File: config.mk
export PLATFORM = sky130hd
export DESIGN_NAME = fat32_read_unloader_flat
export DESIGN_NICKNAME = d
export VERILOG_FILES = /design/src/rtl/fat32_pkg.sv /design/src/rtl/fat32_read_unloader_if.sv /design/src/rtl/byte_fifo.sv /design/src/rtl/fat32_read_unloader.sv /design/src/flat_wrapper.sv
export SDC_FILE = /design/constraint.sdc
export NUM_CORES = 1
export LEC_CHECK = 0
export ABC_AREA = 1
export ABC_CLOCK_PERIOD_IN_PS = 3490
export CAP_MARGIN = 20
export CORE_ASPECT_RATIO = 1.25
export CORE_UTILIZATION = 45
export DETAILED_ROUTE_END_ITERATION = 8
export GPL_ROUTABILITY_DRIVEN = 0
export SLEW_MARGIN = 20
export SYNTH_ARGS = -nofsm -noshare
export SYNTH_HDL_FRONTEND = slang
export SYNTH_HIERARCHICAL = 1
export SYNTH_SLANG_ARGS = --single-unit
File: constraint.sdc
create_clock -name clk -period 3.49 [get_ports clk]
set_input_delay 0.5235 -clock clk [delete_from_list [all_inputs] [get_ports clk]]
set_output_delay 0.5235 -clock clk [all_outputs]
set_load 0.01 [all_outputs]
File: src/rtl/fat32_pkg.sv
// Shared types and constants for the FAT32 read path.
package fat32_pkg;

    localparam int SECTOR_BYTES = 512;
    localparam int FILE_SIZE_W  = 32;

    typedef enum logic [1:0] {
        IDLE,
        ARM,
        CAPTURE,
        DRAIN
    } state_t;

endpackage

File: src/rtl/fat32_read_unloader_if.sv
// Byte stream (valid/ready) carrying file data and an end-of-file marker.
interface fat32_read_unloader_if;
    import fat32_pkg::*;

    logic [7:0] m_data;
    logic       m_valid;
    logic       m_ready;
    logic       m_last;

    modport master (output m_data, output m_valid, output m_last, input m_ready);
    modport slave  (input m_data, input m_valid, input m_last, output m_ready);

endinterface

File: src/rtl/byte_fifo.sv
// Synchronous FIFO with wrap-bit pointers; a push is accepted when full only if a pop coincides.
module byte_fifo
    import fat32_pkg::*;
#(
    parameter int DEPTH  = 16,
    parameter int WIDTH  = 9,
    parameter int ADDR_W = $clog2(DEPTH)
) (
    input  logic             clk,
    input  logic             rst_n,
    input  logic             flush,
    input  logic             push,
    input  logic [WIDTH-1:0] wdata,
    input  logic             pop,
    output logic [WIDTH-1:0] rdata,
    output logic             full,
    output logic             empty
);

    logic [WIDTH-1:0] mem_q [DEPTH];
    logic [ADDR_W:0]  wr_ptr_q, wr_ptr_d;
    logic [ADDR_W:0]  rd_ptr_q, rd_ptr_d;
    logic             do_push, do_pop;

    always_comb begin
        full    = (wr_ptr_q[ADDR_W] != rd_ptr_q[ADDR_W]) &&
                  (wr_ptr_q[ADDR_W-1:0] == rd_ptr_q[ADDR_W-1:0]);
        empty   = (wr_ptr_q == rd_ptr_q);
        do_pop  = pop && !empty;
        do_push = push && (!full || do_pop);
        rdata   = mem_q[rd_ptr_q[ADDR_W-1:0]];

        wr_ptr_d = wr_ptr_q;
        rd_ptr_d = rd_ptr_q;
        if (flush) begin
            wr_ptr_d = '0;
            rd_ptr_d = '0;
        end else begin
            if (do_push) wr_ptr_d = wr_ptr_q + 1'b1;
            if (do_pop)  rd_ptr_d = rd_ptr_q + 1'b1;
        end
    end

    always_ff @(posedge clk or negedge rst_n) begin
        if (!rst_n) begin
            wr_ptr_q <= '0;
            rd_ptr_q <= '0;
        end else begin
            wr_ptr_q <= wr_ptr_d;
            rd_ptr_q <= rd_ptr_d;
        end
    end

    // Storage needs no reset: the head is only observed while non-empty.
    always_ff @(posedge clk) begin
        if (do_push && !flush) mem_q[wr_ptr_q[ADDR_W-1:0]] <= wdata;
    end

endmodule

File: src/rtl/fat32_read_unloader.sv
// Turns controller read strobes into a trimmed byte stream with completion/error status.
module fat32_read_unloader
    import fat32_pkg::*;
#(
    parameter int DEPTH  = 16,
    parameter int ADDR_W = 4
) (
    input  logic                      clk,
    input  logic                      rst_n,
    input  logic                      start,
    input  logic [FILE_SIZE_W-1:0]    file_size,
    input  logic                      ctrl_busy,
    input  logic [7:0]                incoming_byte,
    input  logic                      finished_byte,
    fat32_read_unloader_if.master     m_if,
    output logic                      active,
    output logic                      done,
    output logic                      truncated,
    output logic                      overflow,
    output logic [FILE_SIZE_W-1:0]    byte_count
);

    state_t                 state_q, state_d;
    logic [FILE_SIZE_W-1:0] size_q, size_d;
    logic [FILE_SIZE_W-1:0] count_q, count_d;
    logic                   trunc_q, trunc_d;
    logic                   ovf_q, ovf_d;

    logic       fifo_flush, fifo_push, fifo_pop, fifo_full, fifo_empty;
    logic [8:0] fifo_wdata, fifo_rdata;
    logic       capture, drain_done, launch;

    always_comb begin
        launch     = (state_q == IDLE) && start;
        capture    = (state_q == CAPTURE) && finished_byte && (count_q < size_q);
        fifo_pop   = !fifo_empty && m_if.m_ready;
        fifo_push  = capture && (!fifo_full || fifo_pop);
        fifo_wdata = {(count_q == size_q - 1'b1), incoming_byte};
        fifo_flush = launch;
        drain_done = (state_q == DRAIN) && fifo_empty && !ctrl_busy;
    end

    byte_fifo #(.DEPTH(DEPTH), .WIDTH(9), .ADDR_W(ADDR_W)) u_fifo (
        .clk   (clk),
        .rst_n (rst_n),
        .flush (fifo_flush),
        .push  (fifo_push),
        .wdata (fifo_wdata),
        .pop   (fifo_pop),
        .rdata (fifo_rdata),
        .full  (fifo_full),
        .empty (fifo_empty)
    );

    always_ff @(posedge clk or negedge rst_n) begin
        if (!rst_n) state_q <= IDLE;
        else        state_q <= state_d;
    end

    always_comb begin
        state_d = state_q;
        case (state_q)
            IDLE:    if (start) state_d = (file_size == '0) ? DRAIN : ARM;
            ARM:     if (ctrl_busy) state_d = CAPTURE;
            CAPTURE: if (count_q == size_q || !ctrl_busy) state_d = DRAIN;
            DRAIN:   if (fifo_empty && !ctrl_busy) state_d = IDLE;
            default: state_d = IDLE;
        endcase
    end

    // Bytes that miss a full FIFO are still counted so byte_count tracks the file, not the stream.
    always_comb begin
        size_d  = size_q;
        count_d = count_q;
        trunc_d = trunc_q;
        ovf_d   = ovf_q;
        if (launch) begin
            size_d  = file_size;
            count_d = '0;
            trunc_d = 1'b0;
            ovf_d   = 1'b0;
        end
        if (capture) begin
            if (count_q != '1) count_d = count_q + 1'b1;
            if (fifo_full && !fifo_pop) ovf_d = 1'b1;
        end
        if ((state_q == CAPTURE) && !ctrl_busy && (count_q < size_q)) trunc_d = 1'b1;
    end

    always_ff @(posedge clk or negedge rst_n) begin
        if (!rst_n) begin
            size_q  <= '0;
            count_q <= '0;
            trunc_q <= 1'b0;
            ovf_q   <= 1'b0;
        end else begin
            size_q  <= size_d;
            count_q <= count_d;
            trunc_q <= trunc_d;
            ovf_q   <= ovf_d;
        end
    end

    always_comb begin
        m_if.m_valid = !fifo_empty;
        m_if.m_data  = fifo_empty ? 8'h00 : fifo_rdata[7:0];
        m_if.m_last  = !fifo_empty && fifo_rdata[8];
        done         = drain_done;
        active       = (state_q != IDLE) && !drain_done;
        truncated    = trunc_q;
        overflow     = ovf_q;
        byte_count   = count_q;
    end

endmodule
File: src/flat_wrapper.sv
// flat-port wrapper written by rule: the top's interface ports become plain ports
module fat32_read_unloader_flat import fat32_pkg::*;
#(
    parameter int DEPTH  = 16,
    parameter int ADDR_W = 4
)
  (clk, rst_n, start, file_size, ctrl_busy, incoming_byte, finished_byte, active, done, truncated, overflow, byte_count, m_if_m_data, m_if_m_valid, m_if_m_last, m_if_m_ready);
  fat32_read_unloader_if m_if_i ();
  input  logic clk;
  input  logic rst_n;
  input  logic start;
  input  logic [FILE_SIZE_W-1:0] file_size;
  input  logic ctrl_busy;
  input  logic [7:0] incoming_byte;
  input  logic finished_byte;
  output logic active;
  output logic done;
  output logic truncated;
  output logic overflow;
  output logic [FILE_SIZE_W-1:0] byte_count;
  output wire logic [$bits(m_if_i.m_data)-1:0] m_if_m_data;
  output wire logic [$bits(m_if_i.m_valid)-1:0] m_if_m_valid;
  output wire logic [$bits(m_if_i.m_last)-1:0] m_if_m_last;
  input wire logic [$bits(m_if_i.m_ready)-1:0] m_if_m_ready;
  assign m_if_m_data = m_if_i.m_data;
  assign m_if_m_valid = m_if_i.m_valid;
  assign m_if_m_last = m_if_i.m_last;
  assign m_if_i.m_ready = m_if_m_ready;
  fat32_read_unloader #(.DEPTH(DEPTH), .ADDR_W(ADDR_W)) u_core (.clk(clk), .rst_n(rst_n), .start(start), .file_size(file_size), .ctrl_busy(ctrl_busy), .incoming_byte(incoming_byte), .finished_byte(finished_byte), .m_if(m_if_i), .active(active), .done(done), .truncated(truncated), .overflow(overflow), .byte_count(byte_count));
endmodule
[Yosys cells after proc, flatten, opt, wreduce, memory -nomap -nowiden]
Memory sizes are Yosys's and may differ from the RTL's.
Index checks and enable logic that the tools add are counted.
Storage, ports and cells
  register bits: 78
  RAM bits: 144
  input bits: 46
  memories kept: 1
Cells by class
  $add $sub $neg: 4
  $lt $le $gt $ge: 1
  equal/unequal tests: 13
  muxes and demuxes: 21
  reductions and logical operators: 33
Memories
  u_core.u_fifo.mem_q: words 16, width 9, rd ports 1, clocked after memory_dff 0, wr ports 1, RTL line byte_fifo.sv:20  | logic [WIDTH-1:0] mem_q [DEPTH];
Operators by type and width (count)
  $mux 32: 3
  $eq 32x32->1: 2
  $add 32x1->32 const B: 1
  $logic_not 32->1: 1
  $lt 32x32->1: 1
  $ne 32x32->1 const B: 1
  $sub 32x1->32 const B: 1
  $mux 5: 4
  $logic_and 1x1->1: 17
  $add 5x1->5 const B: 2
  $mux 2: 5
  $mux 8: 1
  $ne 2x2->1 const B: 4
  $pmux 2 s4: 1
  $reduce_bool 2->1: 4
  $mux 1: 7
  $logic_not 1->1: 6
  $eq 5x5->1: 1
  $eq 2x2->1 const B: 2
  $eq 4x4->1: 1
  $reduce_and 4->1: 1
  $logic_or 1x1->1: 3
  $eq 2x1->1 const B: 1
  $logic_not 2->1: 1
  $ne 1x1->1: 1

[Logic depth before layout (Yosys ltp)]
Gate-level depths: netlist of the first run.
  depth after elaboration: 9
  mapped depth: 16
  gate-level depth less buffers: 15

[Hierarchy]
The synthesis of the first run kept the hierarchy.
By module, submodules not included
  byte_fifo: times used 1, cells an instance 540, area an instance 6431.2 µm², seq. area each 4574.4 µm²
  fat32_read_unloader: times used 1, cells an instance 1004, area an instance 6204.7 µm², seq. area each 1701.6 µm²

[Worst setup path after synthesis of the first run]
No wires, ideal clock.
  kind: register -> register
  from: reg u_core.count_q[5] (netlist: u_core/byte_count[5])
  to: mem u_core.u_fifo.mem_q[12][0] (enable)
  setup time: 374 ps
  arrival: 2687 ps
  data required time: 3116 ps
  slack: 428 ps
  cell stages (with the launch flop): 15
  path buffers: 2
  cell sequence: dfrtp_1 > ha_1 > a21oi_1 > nor2_1 > nor2_1 > nand3_1 > nand2_1 > nand2_1 > nand2_1 > nand3b_1 > buf_2 > nor2_1 > nand3_2 > buf_6 > nor2_1
On the way
  word-level cells in the longest chain between the ends: 7
RTL lines
  start, declared: RTL line fat32_read_unloader.sv:25  | logic [FILE_SIZE_W-1:0] count_q, count_d;
  start signal, assigned: RTL line fat32_read_unloader.sv:98  | count_q <= count_d;
  $lt 32x32->1: RTL line fat32_read_unloader.sv:35  | capture = (state_q == CAPTURE) && finished_byte && (count_q < size_q);
  $logic_and 1x1->1: RTL line fat32_read_unloader.sv:35
  $logic_and 1x1->1: RTL line fat32_read_unloader.sv:37  | fifo_push = capture && (!fifo_full || fifo_pop);
  net u_core.fifo_push: RTL line fat32_read_unloader.sv:29  | logic fifo_flush, fifo_push, fifo_pop, fifo_full, fifo_empty;
  $logic_and 1x1->1: RTL line byte_fifo.sv:30  | do_push = push && (!full || do_pop);
  $logic_and 1x1->1: RTL line byte_fifo.sv:56  | if (do_push && !flush) mem_q[wr_ptr_q[ADDR_W-1:0]] <= wdata;
  $mux 1: RTL line byte_fifo.sv:56
  $mux 1 (not written as such): RTL line byte_fifo.sv:56
  end, declared: RTL line byte_fifo.sv:20
The timed path passes the listed nets, and every way through them passes these cells.

[Worst setup path after layout of the first run]
  from: reg u_core.u_fifo.rd_ptr_q[3]
  to: out done
On the way
  word-level cells in the longest chain between the ends: 3
RTL lines
  start, declared: RTL line byte_fifo.sv:22  | logic [ADDR_W:0] rd_ptr_q, rd_ptr_d;
  start signal, assigned: RTL line byte_fifo.sv:50  | rd_ptr_q <= rd_ptr_d;
  $eq 5x5->1: RTL line byte_fifo.sv:28  | empty = (wr_ptr_q == rd_ptr_q);
  net u_core.fifo_empty: RTL line fat32_read_unloader.sv:29
  $logic_and 1x1->1 (2 in a row): RTL line fat32_read_unloader.sv:40  | drain_done = (state_q == DRAIN) && fifo_empty && !ctrl_busy;
  end, declared: RTL line flat_wrapper.sv:17  | output logic done;
The timed path passes the listed nets, and every way through them passes these cells.

==> results of run 1 <==
-- cell usage after synthesis (all sizes together) --
library cell  instances
nor2                254
nor3                 18
a21oi                16
nand3               112
o21a                  1
nor4                 11
o21ai               133
mux2i                 1
o22ai                18
nor3b                 1
nand3b               10
a221oi                1
clkinv                2
or2                   4
xor2                 29
nand2               408
ha                   44
a31oi                 1
edfxtp              144
nand4                22
o21bai                4
and3                  1
o211ai               19
clkbuf               28
buf                  27
xnor2                11
dfrtp                78
inv                 145
a21boi                1
-- cell type report --
cell class / instances / area share (%)
clock inverter: 13 / 0.819
sequential: 222 / 41.9
clock buffer: 30 / 4.30
timing repair buffer: 152 / 9.28
tap: 350 / 2.92
multi-input combinational: 1120 / 37.1
inverter: 147 / 3.69
-- cells by family (layout without fill, tap and decap cells) --
family	after synthesis	in the layout	share of synthesized area [%]
buf+inv	202	342	6.40
compound gates	194	194	8.40
simple gates	841	841	28.3
fa+ha+maj	44	44	4.36
xor+xnor	40	40	2.77
mux	1	1	0.0792
flops	222	222	49.7
-- power by group --
| group | switching, mW | internal [mW] | total [mW] |
|---|---|---|---|
| clock | 1.03 | 1.46 | 2.49 |
| combinational | 2.10 | 1.10 | 3.21 |
| sequential | 0.249 | 3.04 | 3.29 |
| total | 3.39 | 5.60 | 8.99 |
-- worst max-delay path by stage --
stage | startpoint | to | slack (ns) | depth (start not counted)
detailed placement | u_core/u_fifo/rd_ptr_q[3]$_DFFE_PN0P_ | u_core/u_fifo/mem_q[2][4]$_DFFE_PP_ | 0.30 | 11
CTS | u_core/u_fifo/rd_ptr_q[1]$_DFFE_PN0P_ | m_if_m_last | 0.19 | 8
global route | u_core/u_fifo/rd_ptr_q[3]$_DFFE_PN0P_ | done | 0.009 | 9
finish | u_core/u_fifo/rd_ptr_q[3]$_DFFE_PN0P_ | done | 0.24 | 9
global placement | u_core/u_fifo/rd_ptr_q[3]$_DFFE_PN0P_ | u_core/u_fifo/mem_q[2][5]$_DFFE_PP_ | 0.42 | 12
floorplan | u_core/byte_count[5]$_DFF_PN0_ | u_core/u_fifo/mem_q[12][0]$_DFFE_PP_ | 0.43 | 14
-- through the flow --
step	area [um^2]	worst slack, ns
after detailed placement	14200	0.298
after CTS	15000	0.192
after floorplan	12600	0.428
after global placement	14200	0.420
final	15000	0.242
after global routing	15000	0.00891
-- per-layer routing --
layer | track usage (%) | vias to the layer above
li1 | - | 5351
met1 | 30.9 | 5081
met2 | 52.8 | 346
met3 | 3.46 | 111
met4 | 18.4 | 0
met5 | 0 | -
-- what timing repair did --
action	in CTS	in global routing
hold buffers	0	0
resized for setup	0	2
endpoints found under the setup margin	0	2
-- flip-flops by register name (all words and copies together), names as in the netlist --
signal                  cells
u_core/state_q              2
u_core/u_fifo/mem_q       144
u_core/u_fifo/rd_ptr_q      5
u_core/overflow             1
u_core/u_fifo/wr_ptr_q      5
u_core/size_q              32
u_core/byte_count          32
u_core/truncated            1
-- worst max-delay path, delay by kind of cell, from the launching register on --
family | cells | cell delay (ns)
simple gates | 5 | 0.70
flops | 1 | 0.41
buf+inv | 4 | 1.08
==> run_results.csv, run 1 <==
group,metric,value,unit
drt,initialDrtViolationCount,795,
layout,final_util,54.2,%
yosys,seq_area_frac_synth,49.7,%
setup_path,cp_common_cell,"inv_1",
timing,setup_tns,0,ns
layout,fill_cells,2629,
layout,drive_gt1_share,8.31,%
pwr,peakVddDrop,0.451,mV
yosys,synth_largest_area_cell,"edfxtp_1",
layout,regArea,6280,um^2
setup_path,crit_arrival,2.72,ns
clock_network,path_clk_slew,0.06,ns
yosys,synthCells,1544,
timing,clock.fmax,308,MHz
timing,tightest_slew,0.944,ns
global_route,first_global_vias,11100,
global_route,gr-total-overflow,0,
setup_path,critical_path.max_stage_delay,0.58,ns
layout,final_common_cell,"nand2_1",
clock_network,clk-insertion-delay-late,0.52,ns
yosys,synth.avg_cell_area,8.18,um^2
setup_path,critPathRequiredTime,2.97,ns
placed_design,io_buffers,91,
global_route,grt_first_pass_wirelength,62300,um
clock_network,cts_buffers,24,
floorplan,start_util,45.7,%
timing,fin_crit_sh,93.1,%
setup_path,critPathKind,"reg -> out",
drt,routedWlPerCell,19.6,um
run,drv_cap,0,
pwr,cellPowerDensity,600,nW/um^2
global_route,grt_antenna_before_repair,0,
yosys,ys_types,43,
setup_path,r2r_slack,0.25,ns
setup_path,r2r_start,"u_core/u_fifo/rd_ptr_q[3]$_DFFE_PN0P_",
pwr,p_leak,6.32,nW
timing,fin_hold_ws,0.0580,ns
layout,finalNonFillerCells,2034,
global_route,grtUsageTotal,28.5,%
drt,ant_nets,0,
status,status,"complete, but fails checks",
drt,first_pass_iters,7,
timing,hold_violations,0,
drt,dr_wl_met2,20400,um
status,violations,"design-rule violations",
yosys,syn_area,12600,um^2
clock_network,cts_max_level,1,
yosys,synth_top_area_share,34.2,%
drt,viasPerCell,5.35,
setup_path,crit_path_start_kind,"flip-flop",
clock_network,postCtsSetupBuffers,0,
setup_path,worstPathMaxFanout,11,
timing,finalMaxSlewViolations,0,
floorplan,die_h,189,um
clock_network,clock_path_buffers,3,
drt,wl_met1,14900,um
drt,num_vias,10900,
floorplan,io_pins,92,
setup_path,r2r_cells,11,
layout,multi_input_area,5550,um^2
global_route,grt_max_degree,79,
floorplan,core,27700,um^2
setup_path,cp-end-kind,"output port",
setup_path,critPathSlowestCell,"clkdlybuf4s50_1",
timing,rsz0062_at_grt,"no",
drt,topRoutingLayerUsed,"met4",
yosys,yosys_register_bits,222,
layout,syn_to_final_growth,18.5,%
setup_path,crit_chain,"inv_1, nand2_1, nand2_1, nor2_2, nand3_1, inv_1, inv_1, nor3_1, clkdlybuf4s50_1",
placed_design,dp_cells,1991,
yosys,yosysWarnings,6,
pwr,power.total,8.99,mW
timing,finalSetupViolations,0,
yosys,synth.net_count,1634,
hold_path,hold_class,"in -> async",
drt,drc_errors,9,
clock_network,clock_sinks,222,
timing,skew,0.0132,ns
floorplan,die-area,28800,um^2
drt,wl,39900,um
layout,most-common-layout-cells,"nand2_1 (402), nor2_1 (240), edfxtp_1 (144), inv_1 (134), o21ai_0 (130)",
floorplan,rows,68,
placed_design,dp_hpwl,29400,um
layout,num_antenna_cells,0,
clock_network,tritoncts,"done",
setup_path,reg2reg_to,"u_core/u_fifo/mem_q[2][4]$_DFFE_PP_",
drt,met3_length,1940,um
layout,finalNetCount,1757,
floorplan,die_w,152,um
clock_network,cts-root-buf,"clkbuf_16",
yosys,yosys-top-cells-area,"edfxtp_1 (34%), dfrtp_1 (15%), nand2_1 (12%), nor2_1 (7.2%), o21ai_0 (5.1%)",
timing,period_needed,3.25,ns
timing,maxSlewHeadroom,36.9,%
Note: power is estimated with default switching activity, not from simulation.
==> run 2, diff against run 1 <==
- SKIP_CTS_REPAIR_TIMING: default -> 1
==> results of run 2 <==
Final layout, timing and power as in run 1 (identical DEF).
==> run 3, diff against run 2 <==
- ABC_CLOCK_PERIOD_IN_PS: 3490 -> default
- clock period: 3.49 -> 3.2 ns (I/O delays scaled with it)
==> run 3 against run 2 <==
Net effect:
- the run ends with design-rule violations, negative hold slack left
- sequential power is 10% higher
- combinational power increased by 9.7%
- count of clock-buffer cells in the layout shrank 6
- largest cell class unchanged
==> run_results.csv, run 3 (synthesis results as in run 1) <==
group,metric,value,unit
timing,fin_crit_sh,99.7,%
setup_path,critical_path.max_stage_delay,0.50,ns
layout,finalNetCount,1766,
hold_path,hold_class,"in -> async",
timing,tightest_slew,0.851,ns
layout,finalNonFillerCells,2042,
timing,maxSlewHeadroom,43.1,%
layout,final_common_cell,"nand2_1",
pwr,cellPowerDensity,650,nW/um^2
layout,regArea,6280,um^2
floorplan,die-area,28800,um^2
floorplan,die_w,152,um
floorplan,die_h,189,um
drt,drc_errors,8,
drt,initialDrtViolationCount,792,
setup_path,r2r_slack,0.29,ns
global_route,grtUsageTotal,28.0,%
global_route,grt_max_degree,56,
clock_network,clock_sinks,222,
floorplan,core,27700,um^2
global_route,grt_antenna_before_repair,0,
timing,fin_hold_ws,-0.00505,ns
setup_path,cp-end-kind,"output port",
drt,routedWlPerCell,19.4,um
pwr,p_leak,6.42,nW
floorplan,rows,68,
floorplan,start_util,45.7,%
setup_path,cpLargestDelayFamily,"buffers and inverters",
timing,skew,0.00749,ns
setup_path,worstPathMaxFanout,27,
global_route,first_global_vias,11000,
drt,viasPerCell,5.39,
global_route,gr-total-overflow,0,
pwr,peakVddDrop,0.382,mV
floorplan,io_pins,92,
run,drv_cap,0,
layout,syn_to_final_growth,20.1,%
setup_path,cp_common_cell,"nand3_1",
drt,first_pass_iters,7,
timing,period_needed,3.19,ns
drt,ant_nets,0,
setup_path,crit_chain,"inv_8, buf_12, o21ai_0, o211ai_1, nand3_1, nand3_1, inv_1, nor2_1, clkdlybuf4s50_1",
clock_network,cts_max_level,1,
placed_design,dp_cells,1997,
layout,fill_cells,2553,
timing,finalMaxSlewViolations,0,
placed_design,io_buffers,91,
global_route,grt_first_pass_wirelength,61000,um
clock_network,cts-root-buf,"clkbuf_16",
timing,rsz0062_at_grt,"yes",
setup_path,critPathRequiredTime,2.72,ns
layout,drive_gt1_share,9.93,%
setup_path,cp.buffers_inverters,4,
timing,setup_tns,0,ns
setup_path,crit_path_start_kind,"flip-flop",
layout,multi_input_area,5590,um^2
setup_path,critPathSlowestCell,"dfrtp_2",
clock_network,cts_buffers,23,
clock_network,clock_path_buffers,3,
status,violations,"design-rule violations, negative hold slack",
setup_path,critPathKind,"reg -> out",
clock_network,tritoncts,"done",
clock_network,path_clk_slew,0.06,ns
drt,wl,39600,um
clock_network,clk-insertion-delay-late,0.51,ns
timing,finalSetupViolations,0,
layout,num_antenna_cells,0,
timing,clock.fmax,313,MHz
placed_design,dp_hpwl,29600,um
timing,hold_violations,2,
status,status,"complete, but fails checks",
drt,num_vias,11000,
layout,most-common-layout-cells,"nand2_1 (402), nor2_1 (239), edfxtp_1 (144), inv_1 (132), o21ai_0 (129)",
layout,largest_register_ffs,144,
setup_path,crit_arrival,2.71,ns
==> run 3: cell type report <==
class / instances / area share [%]
sequential: 222 / 41.4
multi-input combinational: 1120 / 36.8
timing repair buffer: 162 / 10.1
clock buffer: 24 / 3.88
inverter: 147 / 3.72
tap: 350 / 2.89
clock inverter: 17 / 1.20
==> run 3: path summary, 6_finish.rpt <==
kind,from,cells past startpoint,to
max,u_core/u_fifo/rd_ptr_q[0]$_DFFE_PN0P_,9,m_if_m_data[7]
min,rst_n,1,u_core/byte_count[3]$_DFF_PN0_
max reg2reg,u_core/size_q[11]$_DFFE_PN0P_,14,u_core/u_fifo/mem_q[10][7]$_DFFE_PP_
min reg2reg,u_core/truncated$_DFFE_PN0P_,2,u_core/truncated$_DFFE_PN0P_
max in group asynchronous,rst_n,2,u_core/size_q[21]$_DFFE_PN0P_
min in group clk,u_core/truncated$_DFFE_PN0P_,2,u_core/truncated$_DFFE_PN0P_
==> run 3: per-stage QoR <==
stage / worst slack [ns] / power (mW) / hold slack [ns] / instance area, um^2 / utilization [%]
final: 0.00958 / 9.86 / -0.00505 / 15200 / 54.9
after global routing: -0.0702 / 10.5 / 0.0337 / 15200 / 54.9
after CTS: -0.121 / 9.78 / 0.0274 / 15000 / 54.4
after detailed placement: 0.249 / 7.05 / 0.487 / 14300 / 51.6
after global placement: 0.266 / 7.00 / 0.479 / 14300 / 51.6
after floorplan: 0.138 / 5.84 / 0.184 / 12600 / -
==> run 3: power breakdown <==
group	total, mW	internal, mW	switching, mW
Sequential	3.62	3.32	0.300
Clock	2.72	1.59	1.13
Combinational	3.52	1.25	2.27
Total	9.86	6.16	3.71
==> run 3: routing by layer <==
| metal | share of wire [%] | GRT usage, % | up-vias |
|---|---|---|---|
| met2 | 50 | 51.6 | 365 |
| met5 | 0 | 0 | - |
| met1 | 37 | 29.9 | 5139 |
| li1 | - | - | 5381 |
| met3 | 4.8 | 3.36 | 128 |
| met4 | 7.9 | 19.5 | 0 |
